<file path="config.mk">
export PLATFORM = sky130hd
export DESIGN_NAME = button_debounce
export DESIGN_NICKNAME = d
export VERILOG_FILES = /design/src/rtl/button_pkg.sv /design/src/rtl/sync2.sv /design/src/rtl/button_debounce.sv
export SDC_FILE = /design/constraint.sdc
export NUM_CORES = 1
export LEC_CHECK = 0
export CORE_ASPECT_RATIO = 2
export CORE_MARGIN = 2
export CORE_UTILIZATION = 55
export DETAILED_ROUTE_END_ITERATION = 16
export PLACE_DENSITY = 0.82
export SYNTH_ARGS = -nofsm -noshare
export SYNTH_HDL_FRONTEND = slang
export SYNTH_SLANG_ARGS = --single-unit
</file>
<file path="constraint.sdc">
create_clock -name pin_clk_16M -period 6.25 [get_ports pin_clk_16M]
set_clock_uncertainty 0.1 [all_clocks]
set_input_delay 0.625 -clock pin_clk_16M [delete_from_list [all_inputs] [get_ports pin_clk_16M]]
set_output_delay 0.625 -clock pin_clk_16M [all_outputs]
set_load 0.005 [all_outputs]
</file>
<file path="src/rtl/button_pkg.sv">
// Shared types and helpers for the push-button conditioning block.
package button_pkg;

  typedef enum logic [1:0] {
    IDLE         = 2'd0,
    PRESS_WAIT   = 2'd1,
    HELD         = 2'd2,
    RELEASE_WAIT = 2'd3
  } btn_state_t;

  // Width of a counter that must hold values up to n without wrapping.
  function automatic int cnt_width(input int n);
    return $clog2(n) + 1;
  endfunction

endpackage

</file>
<file path="src/rtl/sync2.sv">
// Two-flop synchroniser for an asynchronous input pin; reset value is configurable.
module sync2 #(
  parameter logic RESET_VAL = 1'b0
) (
  input  logic pin_clk_16M,
  input  logic reset_n,
  input  logic d,
  output logic q
);

  logic meta;

  always_ff @(posedge pin_clk_16M) begin
    if (!reset_n) begin
      meta <= RESET_VAL;
      q    <= RESET_VAL;
    end else begin
      meta <= d;
      q    <= meta;
    end
  end

endmodule

</file>
<file path="src/rtl/button_debounce.sv">
// Push-button conditioner: synchronise, debounce, emit level, press/release/long pulses and a saturating press count.
// Optional auto-repeat of btn_press while held is enabled by defining BUTTON_AUTOREPEAT_EN.
module button_debounce
  import button_pkg::*;
#(
  parameter int DEBOUNCE_CYCLES   = 160000,
  parameter int LONG_PRESS_CYCLES = 16000000,
  parameter int REPEAT_CYCLES     = 4000000,
  parameter int ACTIVE_HIGH       = 1,
  parameter int COUNT_W           = 8
) (
  input  logic               pin_clk_16M,
  input  logic               reset_n,
  input  logic               pin_button1,
  output logic               btn_level,
  output logic               btn_press,
  output logic               btn_release,
  output logic               btn_long,
  output logic [COUNT_W-1:0] press_count,
  output btn_state_t         state_dbg
);

  localparam int DW = cnt_width(DEBOUNCE_CYCLES);
  localparam int LW = cnt_width(LONG_PRESS_CYCLES);
  localparam logic INACTIVE = (ACTIVE_HIGH != 0) ? 1'b0 : 1'b1;
  localparam logic [DW-1:0] DB_LAST = DW'(DEBOUNCE_CYCLES - 1);
  localparam logic [LW-1:0] LP_LAST = LW'(LONG_PRESS_CYCLES - 1);
  localparam logic [LW-1:0] LP_PRE  = LW'(LONG_PRESS_CYCLES - 2);
  localparam logic [COUNT_W-1:0] COUNT_MAX = {COUNT_W{1'b1}};

  btn_state_t    state;
  logic          pin_sync;
  logic          act_q;
  logic [DW-1:0] cnt;
  logic [LW-1:0] hold_cnt;

`ifdef BUTTON_AUTOREPEAT_EN
  localparam int RW = cnt_width(REPEAT_CYCLES);
  localparam logic [RW-1:0] RP_LAST = RW'(REPEAT_CYCLES - 1);
  logic [RW-1:0] rep_cnt;
`endif

  sync2 #(.RESET_VAL(INACTIVE)) u_sync (
    .pin_clk_16M (pin_clk_16M),
    .reset_n     (reset_n),
    .d           (pin_button1),
    .q           (pin_sync)
  );

  assign state_dbg = state;

  always_ff @(posedge pin_clk_16M) begin
    if (!reset_n) begin
      act_q       <= 1'b0;
      state       <= IDLE;
      cnt         <= '0;
      hold_cnt    <= '0;
      btn_level   <= 1'b0;
      btn_press   <= 1'b0;
      btn_release <= 1'b0;
      btn_long    <= 1'b0;
      press_count <= '0;
`ifdef BUTTON_AUTOREPEAT_EN
      rep_cnt     <= '0;
`endif
    end else begin
      // Polarity-normalised level: 1 always means pressed from here on.
      act_q       <= pin_sync ^ INACTIVE;
      btn_press   <= 1'b0;
      btn_release <= 1'b0;
      btn_long    <= 1'b0;
      case (state)
        IDLE: begin
          if (act_q) begin
            state <= PRESS_WAIT;
            cnt   <= DW'(1);
          end
        end
        PRESS_WAIT: begin
          if (!act_q) begin
            state <= IDLE;
            cnt   <= '0;
          end else if (cnt == DB_LAST) begin
            state     <= HELD;
            cnt       <= '0;
            hold_cnt  <= '0;
            btn_press <= 1'b1;
            btn_level <= 1'b1;
            if (press_count != COUNT_MAX) press_count <= press_count + 1'b1;
          end else begin
            cnt <= cnt + 1'b1;
          end
        end
        HELD: begin
          // Saturating at the long-press point makes btn_long fire once per press.
          if (hold_cnt != LP_LAST) begin
            hold_cnt <= hold_cnt + 1'b1;
            if (hold_cnt == LP_PRE) btn_long <= 1'b1;
          end
          if (!act_q) begin
            state <= RELEASE_WAIT;
            cnt   <= DW'(1);
          end
        end
        RELEASE_WAIT: begin
          if (act_q) begin
            state <= HELD;
            cnt   <= '0;
          end else if (cnt == DB_LAST) begin
            state       <= IDLE;
            cnt         <= '0;
            btn_release <= 1'b1;
            btn_level   <= 1'b0;
          end else begin
            cnt <= cnt + 1'b1;
          end
        end
        default: begin
          state <= IDLE;
          cnt   <= '0;
        end
      endcase
`ifdef BUTTON_AUTOREPEAT_EN
      if (state == HELD && hold_cnt == LP_LAST) begin
        if (rep_cnt == RP_LAST) begin
          rep_cnt   <= '0;
          btn_press <= 1'b1;
          if (press_count != COUNT_MAX) press_count <= press_count + 1'b1;
        end else begin
          rep_cnt <= rep_cnt + 1'b1;
        end
      end else begin
        rep_cnt <= '0;
      end
`endif
    end
  end

endmodule

</file>
==> results.toml, run 1 <==
[cells_and_area]
insertedDiodeCount = 0
nets = 377
stdcell_count = 433
areaGrowthSynthToFinish_pct = 11.8
final_util = 0.629
multi_input_area_um2 = 1670
drive_gt1_frac = 0.0670
final-seq-area_um2 = 1220
nFillCells = 461

[global_route]
grt_usage = 0.240
grt_pass1_vias = 2552
grt_pass1_wl_um = 11400
grt_start_max_net_pins = 30
antenna_found_initial = 0
overflow = 0

[yosys]
synth_edf_count = 0
syn_avg_cell_area_um2 = 8.42
async_flop_share = 0
synth_area_leaders = "dfxtp_1 41%, xnor2_1 7.6%, nor2_1 5.6%"
ys.warnings.count = 0
synth_top_flop_cell = "dfxtp_1"
yosysTopAreaCell = "dfxtp_1"
synth_fp_nets = 363
seq_area_frac_synth = 0.408
netlist.area_leader.share = 0.408
syn_area_um2 = 3000
yosys.cell_types.count = 51
synth_most_common_cell = "dfxtp_1"
syn_inst = 356
synth_common_cells = "61 x dfxtp_1, 45 x nor2_1, 32 x nand2_1, 26 x xnor2_1, 18 x a21oi_1"
synth_seq_cells = 61

[place]
dp_hpwl_um = 4670
dp_worst_setup_slack_ps = 2800
gp_congestion = 0.859
dp.cells = 419
io_buffers = 16

[critical_path]
critPathMaxStageDelay_ps = 720
worst_ep_arrival_time_ps = 3600
crit_buf_inv = 0
setup.worst_path.start_class = "register"
worstSetupEndpointType = "register"
crit_family = "simple AND/OR/NAND/NOR gates"
slowest_stage = "nand2_1"
crit_chain = "or4b_1, or4_4, or3_1, nand2_1, a211oi_1, a31o_2"
crit_type = "reg2reg"
crit_required_ps = 6390
path_max_fanout = 24

[timing]
setup_violations = 0
fmax_mhz = 289
worst_slew_pin_slew_ps = 1160
period_share = 0.553
maxSlewViolCount = 0
fin_tns_setup_ps = 0
slew_headroom = 0.222
timing.final.ws_setup_ps = 2790
hold_viol = 0
rsz0062_at_grt = "false"
min_period_ps = 3460

[routing]
drt_wl_total_um = 6700
drtIter0Drc = 115
via_per_inst = 6.21
firstDrtPassIters = 4
wl_per_cell_um = 15.5
drtAntennaViolNets = 0
vias = 2688
drc_errors = 0

[clocking]
cts_tree = "yes"
postCtsHoldBufs = 0
cts_resized = 0
htree_levels = 3
cts_sinks = 61
path_clk_slew_ps = 60
clk_latency_ps = 350
post_cts_buffers = 0
cts_buffers = 9
clock_path_buffers = 2
root_buffer = "clkbuf_8"

[power]
leakage_nw = 1.06
intPower_w = 0.000578
p_per_area_nw_per_um2 = 218
peakVddDrop_mv = 0.201
pwr-share-seq = 0.537
pwr-share-clk = 0.439
swShare = 0.209
p_sw_w = 0.000153
combPwrFrac = 0.023

[floorplanning]
die_y_um = 108
core.rowCount = 38
io_pins = 17
core-area_um2 = 5330
die_width_um = 56.2
start_util = 0.563
dieArea_um2 = 6090

[flow_run]
cap_violations = 0

[hold_path]
worst_hold_path_type = "reg2reg"

[run_status]
status = "finished clean"
per-layer routing:
| metal | part of all wire | track usage | wire, um | vias up |
|---|---|---|---|---|
| met1 | 0.42 | 0.275 | 2830 | 1271 |
| met2 | 0.50 | 0.397 | 3330 | 87 |
| li1 | - | - | - | 1307 |
| met4 | 0.032 | 0.146 | 214 | 0 |
| met3 | 0.048 | 0.0562 | 324 | 23 |
| met5 | 0 | 0 | 0 | - |
state kept, by name, indices dropped and copies added (netlist names), named ones only:
register / cells
u_sync.meta: 1
act_q: 1
hold_cnt: 25
press_count: 8
btn_press: 1
cnt: 19
btn_release: 1
btn_level: 1
btn_long: 1
u_sync.q: 1
state_dbg: 1
per-stage QoR:
stage                     hold WS, ps  power, W  cell area, um^2
after floorplan                   312  0.000413             3000
after global placement            323  0.000418             3170
after detailed placement          325  0.000419             3170
after CTS                         349  0.000741             3350
after global routing              371  0.000754             3350
final                             341  0.000731             3350
area by class of cell:
type / instances / area share
Clock inverter: 1 / 0.00149
Timing Repair Buffer: 17 / 0.0500
Multi-Input combinational cell: 271 / 0.497
Inverter: 10 / 0.0112
Clock buffer: 13 / 0.0534
Sequential cell: 61 / 0.364
Tap cell: 60 / 0.0224
layout by cell type (no fill, tap or decap), drive strengths merged, types with 12 or more instances in the layout:
cell type and instances:
a211oi 14, a21oi 18, clkbuf 13, clkdlybuf4s50 16, dfxtp 61, nand2 32
nand3 15, nor2 47, nor3 16, o21ai 12, xnor2 26
power groups by stage:
stage | clock network [W] | registers (W) | logic, W
after floorplan | 0 | 0.000401 | 0.0000118
after global placement | 0 | 0.000401 | 0.0000163
after detailed placement | 0 | 0.000401 | 0.0000171
after CTS | 0.000331 | 0.000393 | 0.0000171
after global routing | 0.000343 | 0.000393 | 0.0000187
final | 0.000321 | 0.000393 | 0.0000170
cell families after synthesis:
family	count (synthesis)	share of synthesized area
and+or+nand+nor	165	0.288
AOI/OAI and AO/OA	71	0.160
DFF	61	0.408
xor gates and xnor gates	29	0.0848
buffers and inverters	24	0.0367
adders and majority gates	4	0.0167
muxes	2	0.00668
worst paths after layout:
kind	slack, ps	from	end	cells after the start
max reg2reg	2790	cnt[9]	hold_cnt[17]	6
min	340	u_sync.meta	u_sync.q	1
max	2790	cnt[9]	hold_cnt[17]	6
min reg2reg	340	u_sync.meta	u_sync.q	1
(Power assumes the default switching activity.)
==> run 2, diff against run 1 <==
--- a/config.mk
+++ b/config.mk
@@ -7,9 +7,9 @@
 export LEC_CHECK = 0
 export CORE_ASPECT_RATIO = 2
 export CORE_MARGIN = 2
-export CORE_UTILIZATION = 55
+export CORE_UTILIZATION = 53
 export DETAILED_ROUTE_END_ITERATION = 16
-export PLACE_DENSITY = 0.82
+export PLACE_DENSITY = 0.83
 export SYNTH_ARGS = -nofsm -noshare
 export SYNTH_HDL_FRONTEND = slang
 export SYNTH_SLANG_ARGS = --single-unit
==> constraint.sdc (replaced) <==
create_clock -name pin_clk_16M -period 3.1 [get_ports pin_clk_16M]
set_clock_uncertainty 0.1 [all_clocks]
set_input_delay 0.31 -clock pin_clk_16M [delete_from_list [all_inputs] [get_ports pin_clk_16M]]
set_output_delay 0.31 -clock pin_clk_16M [all_outputs]
set_load 0.005 [all_outputs]
==> results.toml, run 2 (same netlist as run 1, synthesis figures left out) <==
[run_status]
status = "finished clean"

[floorplanning]
core-area_um2 = 5420
dieArea_um2 = 6310
start_util = 0.553
core.rowCount = 38
die_width_um = 57.2
io_pins = 17
die_y_um = 110

[power]
p_per_area_nw_per_um2 = 429
leakage_nw = 1.09
peakVddDrop_mv = 0.414

[timing]
fin_tns_setup_ps = 0
maxSlewViolCount = 0
hold_viol = 0
whs_ps = 337
rsz0062_at_grt = "false"
period_share = 0.948
fmax_mhz = 340
timing.final.ws_setup_ps = 163
setup_violations = 0
worst_slew_pin_slew_ps = 642
min_period_ps = 2940
slew_headroom = 0.570

[routing]
wl_per_cell_um = 15.6
drtIter0Drc = 151
wl_met1_um = 2650
dr_wl_met2_um = 3780
via_per_inst = 6.05
firstDrtPassIters = 4
wl_met3_um = 194
drtAntennaViolNets = 0
top_layer_used = "met4"
drc_errors = 0
drt_wl_total_um = 6890
vias = 2680

[place]
post_dp_cell_area_um2 = 3230
dp_worst_setup_slack_ps = 178
gp_congestion = 0.908
io_buffers = 16
dp_hpwl_um = 5020

[clocking]
post_cts_buffers = 0
postCtsHoldBufs = 0
clock_path_buffers = 2
cts_resized = 0
root_buffer = "clkbuf_8"
htree_levels = 3
clk_latency_ps = 350
cts_sinks = 61
path_clk_slew_ps = 60
cts_buffers = 9
cts_tree = "yes"

[critical_path]
reg2reg_slack_ps = 160
slowest_stage = "or4b_1"
crit_type = "reg2reg"
r2r_cells = 7
crit_chain = "or4b_1, or4_4, or3_1, buf_4, a211oi_1, xnor2_1, nor2_2"
setup.worst_path.start_class = "register"
reg2reg_from = "cnt[9]"
crit_required_ps = 3240
timing.rr.end = "hold_cnt[18]"
critPathMaxStageDelay_ps = 580
path_max_fanout = 15
worst_ep_arrival_time_ps = 3080
worstSetupEndpointType = "register"

[cells_and_area]
nets = 385
largest_register = "hold_cnt"
largest_reg_flops = 25
multi_input_area_um2 = 1670
layout_common_cells = "61 x dfxtp_1, 45 x nor2_1, 32 x nand2_1"
insertedDiodeCount = 0
areaGrowthSynthToFinish_pct = 13.4
final_util = 0.627
final-seq-area_um2 = 1220
reg_top3 = "hold_cnt: 25 flops, cnt: 19 flops, press_count: 8 flops"
drive_gt1_frac = 0.0809
final_common_cell = "dfxtp_1"
nFillCells = 501
fin_area_um2 = 3400

[hold_path]
whs_path_depth = 1
hold_start = "u_sync.meta"
worst_hold_path_type = "reg2reg"
hold_end = "u_sync.q"

[global_route]
antenna_found_initial = 0
overflow = 0
grt_usage = 0.238
grt_start_max_net_pins = 20
grt_pass1_vias = 2618
grt_pass1_wl_um = 11500

[flow_run]
cap_violations = 0
run 2: cell types whose count changed in the layout (fill, tap and decap cells not counted), sizes merged:
| cell | previous run | this run |
|---|---|---|
| buf | 1 | 9 |
| clkbuf | 13 | 15 |
run 2: worst max path at each step:
| stage | from | slack, ps | end |
|---|---|---|---|
| 4_1_cts | cnt[9] | 160 | hold_cnt[18] |
| 6_report | cnt[9] | 160 | hold_cnt[18] |
| 5_1_grt | cnt[9] | 5 | hold_cnt[8] |
| 3_5_place_dp | cnt[9] | 180 | hold_cnt[3] |
| 2_1_floorplan | cnt[9] | 400 | hold_cnt[16] |
| 3_3_place_gp | cnt[9] | 270 | hold_cnt[5] |
run 2: worst max-delay path, delay by kind of cell (launching register included):
kind,cells,cell delay [ps]
simple gates,4,1630
flops,1,370
compound gates,1,330
buf+inv,1,220
xor+xnor,1,190
run 2: layer usage:
layer  vias to the layer above  GRT usage
met5                         -          0
met4                         0      0.154
met3                        21     0.0548
met2                        53      0.445
met1                      1277      0.226
li1                       1329          -
run 2: layout make-up:
| type | count | share of cell area |
|---|---|---|
| Clock buffer | 15 | 0.0490 |
| Multi-Input combinational cell | 271 | 0.490 |
| Tap cell | 60 | 0.0221 |
| Sequential cell | 61 | 0.359 |
| Timing Repair Buffer | 25 | 0.0670 |
| Inverter | 10 | 0.0110 |
| Clock inverter | 1 | 0.00147 |
run 2: metrics by stage:
stage               std cells  power, W
CTS                       443   0.00147
global route              443   0.00150
detailed placement        427  0.000849
finish                    443   0.00146
floorplan                 356  0.000832
global placement          427  0.000847
run 2: power by group:
| part | internal (W) | switching (W) |
|---|---|---|
| clock | 0.000334 | 0.000291 |
| combinational | 0.0000146 | 0.0000248 |
| sequential | 0.000788 | 0.00000388 |
| total | 0.00114 | 0.000320 |
==> run 3, diff against run 2 <==
--- a/config.mk
+++ b/config.mk
@@ -5,11 +5,14 @@
 export SDC_FILE = /design/constraint.sdc
 export NUM_CORES = 1
 export LEC_CHECK = 0
+export CAP_MARGIN = 10
+export CELL_PAD_IN_SITES_DETAIL_PLACEMENT = 1
+export CELL_PAD_IN_SITES_GLOBAL_PLACEMENT = 1
 export CORE_ASPECT_RATIO = 2
 export CORE_MARGIN = 2
-export CORE_UTILIZATION = 53
+export CORE_UTILIZATION = 41
 export DETAILED_ROUTE_END_ITERATION = 16
-export PLACE_DENSITY = 0.83
+export PLACE_DENSITY = 0.84
 export SYNTH_ARGS = -nofsm -noshare
 export SYNTH_HDL_FRONTEND = slang
 export SYNTH_SLANG_ARGS = --single-unit
==> results.toml, run 3 (same netlist as run 1, synthesis figures left out) <==
[power]
combPwrFrac = 0.023
p_sw_w = 0.000355
peakVddDrop_mv = 0.383
pwr-share-clk = 0.526
p_total_w = 0.00176
swShare = 0.202
leakage_nw = 1.13
pwr-share-seq = 0.452
p_per_area_nw_per_um2 = 497
intPower_w = 0.00140

[global_route]
antenna_found_initial = 0
grt_start_max_net_pins = 23
grt_usage = 0.205
overflow = 0
grt_pass1_wl_um = 13000
grt_pass1_vias = 2807

[clocking]
path_clk_slew_ps = 50
clock_path_buffers = 2
cts_tree = "yes"
cts_sinks = 61
root_buffer = "clkbuf_16"
clk_latency_ps = 330
cts_buffers = 9
postCtsHoldBufs = 0
post_cts_buffers = 0
cts_resized = 0
htree_levels = 3

[timing]
period_share = 0.952
fin_tns_setup_ps = 0
maxSlewViolCount = 0
timing.final.ws_setup_ps = 148
slew_headroom = 0.492
rsz0062_at_grt = "false"
worst_slew_pin_slew_ps = 761
min_period_ps = 2950
setup_violations = 0
hold_viol = 0
fmax_mhz = 339

[cells_and_area]
fin_area_um2 = 3540
largest_register = "hold_cnt"
largest_reg_flops = 25
final_common_cell = "dfxtp_1"
insertedDiodeCount = 0
drive_gt1_frac = 0.0814
nFillCells = 856
reg_top3 = "hold_cnt: 25 flops, cnt: 19 flops, press_count: 8 flops"
nets = 384
layout_common_cells = "61 x dfxtp_1, 45 x nor2_1, 32 x nand2_1"
multi_input_area_um2 = 1670
final-seq-area_um2 = 1220
final_util = 0.494
areaGrowthSynthToFinish_pct = 18.1

[floorplanning]
core.rowCount = 44
dieArea_um2 = 8050
io_pins = 17
start_util = 0.419
die_width_um = 64.5
die_y_um = 125
core-area_um2 = 7160

[routing]
drtIter0Drc = 96
vias = 2683
via_per_inst = 5.67
firstDrtPassIters = 4
drtAntennaViolNets = 0
drt_wl_total_um = 7480
drc_errors = 0
wl_per_cell_um = 15.8

[critical_path]
critPathMaxStageDelay_ps = 580
worst_ep_arrival_time_ps = 3070
path_max_fanout = 15
crit_chain = "or4b_1, or4_4, or3_1, buf_4, nand2_1, buf_4, nor2_1"
worstSetupEndpointType = "register"
crit_required_ps = 3210
crit_top_cell = "buf_4"
slowest_stage = "or4b_1"
crit_type = "reg2reg"
setup.worst_path.start_class = "register"

[hold_path]
worst_hold_path_type = "reg2reg"

[place]
io_buffers = 16
gp_congestion = 0.826
dp_hpwl_um = 5330
post_dp_cell_area_um2 = 3260
dp_worst_setup_slack_ps = 181

[run_status]
status = "finished clean"

[flow_run]
cap_violations = 0
run 3: changes by cell type in the layout (fill, tap and decap cells not counted), sizes merged:
cell / before / now
buf: 9 / 8
clkbuf: 15 / 14
run 3: worst paths after layout:
check | start | end | slack [ps] | cells past startpoint
max reg2reg | cnt[9] | hold_cnt[11] | 150 | 7
max | cnt[9] | hold_cnt[11] | 150 | 7
min | u_sync.q | act_q | 340 | 1
min reg2reg | u_sync.q | act_q | 340 | 1
run 3: per-layer routing:
metal,wire [um],vias up,GRT usage
met4,163,0,0.111
met5,0,-,0
met2,3840,41,0.344
met3,187,15,0.0407
li1,-,1326,-
met1,3290,1301,0.241
run 3: power by group through the flow:
stage / Combinational [W] / Clock (W) / Sequential, W
after global placement: 0.0000380 / 0 / 0.000809
after global routing: 0.0000436 / 0.000988 / 0.000793
after CTS: 0.0000400 / 0.000950 / 0.000794
final: 0.0000397 / 0.000925 / 0.000794
after floorplan: 0.0000238 / 0 / 0.000808
after detailed placement: 0.0000398 / 0 / 0.000810
run 3: worst max-delay path, delay by kind of cell (launching register included):
family                 cells  cell delay (ps)
and+or+nand+nor            5             1880
DFF                        1              370
buffers and inverters      2              480
run 3: area by class of cell:
cell class,count,share of cell area
Clock buffer,14,0.0774
Sequential cell,61,0.345
Multi-Input combinational cell,271,0.471
Timing Repair Buffer,24,0.0622
Inverter,10,0.0106
Tap cell,92,0.0325
Clock inverter,1,0.00141
run 3: stage by stage:
step / hold slack (ps) / instances
2_1_floorplan: 312 / 356
3_3_place_gp: 314 / 458
3_5_place_dp: 331 / 458
4_1_cts: 342 / 473
5_1_grt: 366 / 473
6_report: 339 / 473
